`src/rtl/cvbs_pkg.sv`:
```
// Shared constants, types and ROM-building helper for the NTSC composite encoder.
package cvbs_pkg;

  localparam int CVBS_W = 10;
  localparam int PH_W   = 10;

  localparam logic [31:0]       NTSC_PHASE_INC = 32'd569408543;
  localparam logic [CVBS_W-1:0] SYNC_LEVEL     = 10'd16;
  localparam logic [CVBS_W-1:0] BLANK_LEVEL    = 10'd240;
  localparam logic [7:0]        OB_ZERO        = 8'd128;

  typedef struct packed {
    logic sync;
    logic blank;
    logic burst;
  } strobe_t;

  typedef enum logic [1:0] {
    SEL_ACTIVE,
    SEL_BLANK,
    SEL_BURST,
    SEL_SYNC
  } out_sel_e;

  // Output source by priority: sync > burst > blank > active picture.
  function automatic out_sel_e out_select(input strobe_t s);
    if (s.sync)  return SEL_SYNC;
    if (s.burst) return SEL_BURST;
    if (s.blank) return SEL_BLANK;
    return SEL_ACTIVE;
  endfunction

  // round(127 * sin(2*pi*k/1024)) for the first quadrant, k = 0..255, evaluated at
  // elaboration with a Q30 Taylor series so the table needs no real arithmetic.
  function automatic logic [7:0] quarter_sin(input int unsigned k);
    longint th;
    longint term;
    longint sum;
    th   = (longint'(k) * 64'sd6746518852) >>> 10;
    term = th;
    sum  = th;
    for (int n = 1; n <= 6; n++) begin
      term = -((((term * th) >>> 30) * th) >>> 30) / longint'((2 * n) * (2 * n + 1));
      sum  = sum + term;
    end
    return 8'((sum * 127 + (64'sd1 <<< 29)) >>> 30);
  endfunction

endpackage

```
`src/rtl/nco_sincos.sv`:
```
// Quarter-wave sine ROM producing registered sin(ph) and cos(ph + PHASE_OFS).
module nco_sincos
  import cvbs_pkg::*;
#(
  parameter logic [PH_W-1:0] PHASE_OFS = 10'd94
) (
  input  logic                   clk,
  input  logic                   rst_n,
  input  logic [PH_W-1:0]        ph,
  output logic signed [7:0]      sine,
  output logic signed [7:0]      cosine
);

  logic [7:0]      qtr [256];
  logic [PH_W-1:0] cos_ph;

  for (genvar k = 0; k < 256; k++) begin : g_rom
    localparam logic [7:0] ENTRY = quarter_sin(k);
    assign qtr[k] = ENTRY;
  end

  // Quadrants 1 and 3 mirror the table; their index 0 is the peak, which the
  // 256-entry table does not hold.
  function automatic logic signed [7:0] lookup(input logic [PH_W-1:0] p);
    logic [7:0] idx;
    logic [7:0] mag;
    idx = p[8] ? (8'd0 - p[7:0]) : p[7:0];
    mag = (p[8] && (p[7:0] == 8'd0)) ? 8'd127 : qtr[idx];
    return p[9] ? -$signed(mag) : $signed(mag);
  endfunction

  assign cos_ph = ph + PH_W'(256) + PHASE_OFS;

  // NOTE: the ROM is constant logic and needs no reset; only the output registers are cleared.
  always_ff @(posedge clk or negedge rst_n) begin
    if (!rst_n) begin
      sine   <= '0;
      cosine <= '0;
    end else begin
      sine   <= lookup(ph);
      cosine <= lookup(cos_ph);
    end
  end

endmodule

```
`src/rtl/yiq_to_cvbs.sv`:
```
// NTSC composite encoder: YIQ in, 10-bit CVBS code out with a fixed 4-clk latency.
module yiq_to_cvbs
  import cvbs_pkg::*;
#(
  parameter logic [31:0]     PHASE_INC    = NTSC_PHASE_INC,
  parameter logic [PH_W-1:0] PHASE_OFS    = 10'd94,
  parameter logic [9:0]      LUMA_GAIN    = 10'd560,
  parameter int              CHROMA_SHIFT = 4,
  parameter logic [7:0]      BURST_AMP    = 8'd80
) (
  input  logic              clk,
  input  logic              rst_n,
  input  logic [7:0]        y,
  input  logic [7:0]        i,
  input  logic [7:0]        q,
  input  logic              sync,
  input  logic              blank,
  input  logic              burst_en,
  input  logic              sc_reset,
  output logic [CVBS_W-1:0] cvbs,
  output logic              cvbs_sync
);

  logic [31:0]         acc;
  logic [7:0]          y1, y2;
  logic signed [8:0]   i1, q1, i2, q2;
  logic [PH_W-1:0]     ph1;
  strobe_t             s1, s2, s3;
  logic signed [7:0]   sine2, cos2, sine3;
  logic signed [16:0]  ic3, qs3;
  logic [9:0]          luma3;
  logic signed [17:0]  chroma, active;
  logic signed [15:0]  burst_dev;
  logic [CVBS_W-1:0]   next_cvbs;

  nco_sincos #(.PHASE_OFS(PHASE_OFS)) u_nco (
    .clk    (clk),
    .rst_n  (rst_n),
    .ph     (ph1),
    .sine   (sine2),
    .cosine (cos2)
  );

  // NOTE: every pipeline stage uses non-blocking assignments so each register samples pre-edge values.
  always_ff @(posedge clk or negedge rst_n) begin
    if (!rst_n) begin
      acc   <= '0;
      y1    <= '0;
      i1    <= '0;
      q1    <= '0;
      ph1   <= '0;
      s1    <= '0;
      y2    <= '0;
      i2    <= '0;
      q2    <= '0;
      s2    <= '0;
      ic3   <= '0;
      qs3   <= '0;
      luma3 <= '0;
      sine3 <= '0;
      s3    <= '0;
    end else begin
      acc   <= sc_reset ? '0 : acc + PHASE_INC;
      y1    <= y;
      i1    <= 9'(i) - 9'(OB_ZERO);
      q1    <= 9'(q) - 9'(OB_ZERO);
      ph1   <= acc[31:32-PH_W];
      s1    <= '{sync: sync, blank: blank, burst: burst_en};
      y2    <= y1;
      i2    <= i1;
      q2    <= q1;
      s2    <= s1;
      ic3   <= 17'(i2) * 17'(cos2);
      qs3   <= 17'(q2) * 17'(sine2);
      luma3 <= 10'((18'(y2) * 18'(LUMA_GAIN)) >> 8);
      sine3 <= sine2;
      s3    <= s2;
    end
  end

  assign chroma    = (18'(ic3) + 18'(qs3)) >>> CHROMA_SHIFT;
  assign active    = $signed({8'd0, BLANK_LEVEL}) + $signed({8'd0, luma3}) + chroma;
  assign burst_dev = ($signed({8'd0, BURST_AMP}) * 16'(sine3)) >>> 7;

  // NOTE: next_cvbs gets a default before the case so no latch can be inferred.
  always_comb begin
    next_cvbs = BLANK_LEVEL;
    unique case (out_select(s3))
      SEL_SYNC:   next_cvbs = SYNC_LEVEL;
      SEL_BURST:  next_cvbs = BLANK_LEVEL - 10'(burst_dev);
      SEL_BLANK:  next_cvbs = BLANK_LEVEL;
      SEL_ACTIVE: begin
        if (active < 18'sd0)         next_cvbs = '0;
        else if (active > 18'sd1023) next_cvbs = '1;
        else                         next_cvbs = active[CVBS_W-1:0];
      end
    endcase
  end

  always_ff @(posedge clk or negedge rst_n) begin
    if (!rst_n) begin
      cvbs      <= BLANK_LEVEL;
      cvbs_sync <= 1'b0;
    end else begin
      cvbs      <= next_cvbs;
      cvbs_sync <= s3.sync;
    end
  end

endmodule

```
`config.mk`:
```
export PLATFORM = sky130hd
export DESIGN_NAME = yiq_to_cvbs
export DESIGN_NICKNAME = d
export VERILOG_FILES = /design/src/rtl/cvbs_pkg.sv /design/src/rtl/nco_sincos.sv /design/src/rtl/yiq_to_cvbs.sv
export SDC_FILE = /design/constraint.sdc
export NUM_CORES = 1
export LEC_CHECK = 0
export CORE_MARGIN = 10
export CORE_UTILIZATION = 65
export DETAILED_ROUTE_END_ITERATION = 7
export GPL_TIMING_DRIVEN = 0
export PLACE_DENSITY = 0.92
export SLEW_MARGIN = 20
export SYNTH_ARGS = -nofsm -noshare
export SYNTH_HDL_FRONTEND = slang
export SYNTH_SLANG_ARGS = --single-unit
```
`constraint.sdc`:
```
create_clock -name clk -period 12.35 [get_ports clk]
set_clock_uncertainty 0.15 [all_clocks]
set_input_delay 3.0875 -clock clk [delete_from_list [all_inputs] [get_ports clk]]
set_output_delay 3.0875 -clock clk [all_outputs]
set_load 0.01 [all_outputs]
```
==> impl_metrics.ini <==
[die]
dieWidth_um = 179
core_area_um2 = 25000
die_h_um = 179
rows = 58
boundaryPins = 41
die_area_um2 = 32100
start_util_pct = 65.8

[timing]
max_clock_freq_mhz = 155
setup_tns_ps = 0
tightest_slew_ps = 1120
post-route-period-util_pct = 52.1
finalHoldViolCount = 0
rsz0062_at_grt = no
max-slew-margin-rel_pct = 24.6
holdWs_ps = 191
setup_violations = 0
period_minus_slack_ps = 6440
drv_slew = 0

[logic_synthesis]
yosys_warnings = 0
synth-edff-count = 0
ys_ff_latch = 178
avgSynthCellArea_um2 = 9.21
netlist_top_cells_area = dfrtp_1 26%, fa_1 15%, ha_1 11%
synth_common_cells = 190 x inv_1, 174 x dfrtp_1, 140 x ha_1, 127 x nor2_1
synth_top_area_share_pct = 26.4
netlist_instances = 1789
yosysTopAreaCell = dfrtp_1
post-synth-top-count-cell = inv_1
yosysSeqAreaShare_pct = 27.1
async_flop_share_pct = 100
synth_area_um2 = 16500
syn-num-nets = 2081
synth-main-ff-cell = dfrtp_1
ys_types = 86

[setup_path]
critPathCapture = u_nco.cosine[6]
crit_path_max_incr_delay_ps = 780
crit_chain = clkbuf_1 -> inv_1 -> ha_1 -> clkbuf_1 -> and2_1 -> a222oi_1 -> nor4b_1 -> a211o_1 -> buf_2 -> buf_1 -> nand2_1 -> o211ai_1 -> a211oi_1 -> a211o_1 -> o22ai_1 -> or2_2 -> inv_1 -> ha_1 -> a41oi_1 -> xor2_1
cp-startpoint = ph1[0]
r2r_cells = 20
cp_slowest_cell = dfrtp_1
endpoint_kind = flip-flop
path_max_fanout = 13
path_class = flip-flop to flip-flop
r2r_end = u_nco.cosine[6]
r2r_setup_slack_ps = 5910
crit_required_ps = 12550
cp.arrival_ps = 6630
cp-start-kind = flip-flop
rr_startpoint = ph1[0]

[cells_and_area]
finalInstanceArea_um2 = 18000
nets = 2142
area_delta_synth_final_pct = 9.19
finalNonFillerCells = 2193
n_antenna_cell = 0
layout-drive-gt1-share_pct = 4.29

[placed_design]
gp_congestion = 0.979
placedCellCount = 2161
portBuffers = 40
dpl.hpwl_um = 32400
placed_area_um2 = 17300

[clock_network]
cts-htree-levels = 4
cts_tree = done
insertion_delay_ps = 450
cts_hold_buf = 0
cts_resized = 0
clock_sinks = 178
cts_root_buf = clkbuf_16
ctsLongestPathBuffers = 2
cts_buffers = 17
cts.clk_slew.worst_paths_ps = 80
cts_setup_buffers = 0

[drt]
firstDrtPassIters = 5
viasPerCell = 6.40
drt_wl_total_um = 44500
vias = 14044
drt_iter0_markers = 1760
wire_per_inst_um = 20.3
route.antenna.remaining_nets = 0
drc_errors = 0

[flow_run]
cap_violations = 0

[global_routing]
globalRouteOverflowTotal = 0
grt_pass1_vias = 14792
antenna_found_initial = 0
track_usage_pct = 28.6
grt_max_degree = 103
grt_pass1_wl_um = 74100

[worst_hold_path]
holdCritPathClass = flip-flop to flip-flop

[outcome]
outcome = completed
critical path, delay by kind of cell, from the launching register on:
family | cells | cell delay, ps
simple gates | 4 | 1180
flops | 1 | 780
fa+ha+maj | 2 | 480
buf+inv | 6 | 1680
compound gates | 7 | 1810
xor+xnor | 1 | 220
kinds of logic (layout without fill, tap and decap cells):
kind of cell | after synthesis | in the layout | synth area share, %
multiplexers | 14 | 14 | 0.988
XOR/XNOR | 128 | 128 | 6.81
flip-flops | 178 | 178 | 27.1
AND/OR/NAND/NOR | 517 | 517 | 15.7
buffers and inverters | 268 | 342 | 6.43
adder cells (fa/ha/maj) | 263 | 263 | 25.5
AO/OA/AOI/OAI | 421 | 421 | 17.5
cell type report:
| class | instances | area, µm² |
|---|---|---|
| inverters | 191 | 717 |
| repair buffers | 42 | 440 |
| well taps | 330 | 413 |
| clock buffers | 17 | 425 |
| multi-input cells | 1343 | 11000 |
| fillers | 1750 | 7050 |
| flip-flops and latches | 178 | 4460 |
| clock inverters | 15 | 229 |
| plain buffers | 77 | 343 |
worst min path at each step:
stage          startpoint  slack (ps)  endpoint  depth (start not counted)
6_report            q1[1]         190     q2[1]                          0
5_1_grt             i1[4]         200     i2[4]                          0
4_1_cts             q1[1]         190     q2[1]                          0
3_5_place_dp        q1[1]         180     q2[1]                          0
3_3_place_gp        i1[3]         180     i2[3]                          0
2_1_floorplan       i1[0]         180     i2[0]                          0
cell usage in the layout (no fill, tap or decap), drive strengths merged, types with 12 or more instances in the layout:
master and instances:
nand4 12, dfrtp 174, xnor2 83, fa 122, nor2 130, a21oi 104, ha 140, a31oi 17
nor3 33, or3 13, nand2 122, o211ai 16, a21o 26, nand3 28, clkbuf 74, xor2 45
o31ai 12, buf 23, clkdlybuf4s50 39, o21ai 76, o21a 13, inv 198, nand2b 30, nor2b 15
a211oi 22, and2 84
stage by stage:
stage | setup WS (ps) | utilization, %
after floorplan | 7580 | -
after global placement | 1300 | 69.0
after detailed placement | 6050 | 69.2
after CTS | 5990 | 71.8
after global routing | 5370 | 71.8
final | 5910 | 71.8
registers in the layout (all words and copies together) (netlist names), 8 cells and up:
register,flops
acc,32
ic3,17
qs3,17
cvbs,10
luma3,10
ph1,10
i1,8
i2,8
q1,8
q2,8
sine3,8
u_nco.cosine,8
u_nco.sine,8
y1,8
y2,8
layer usage:
layer	wire length [µm]	vias to the layer above	global-route usage [%]
li1	-	6298	-
met1	17000	6836	34.4
met2	22500	723	50.2
met3	3090	187	4.02
met4	1880	0	12.4
met5	0	-	0
Power is not shown: default switching activity piles up to over one toggle a cycle in this logic, so the estimate is an artifact.
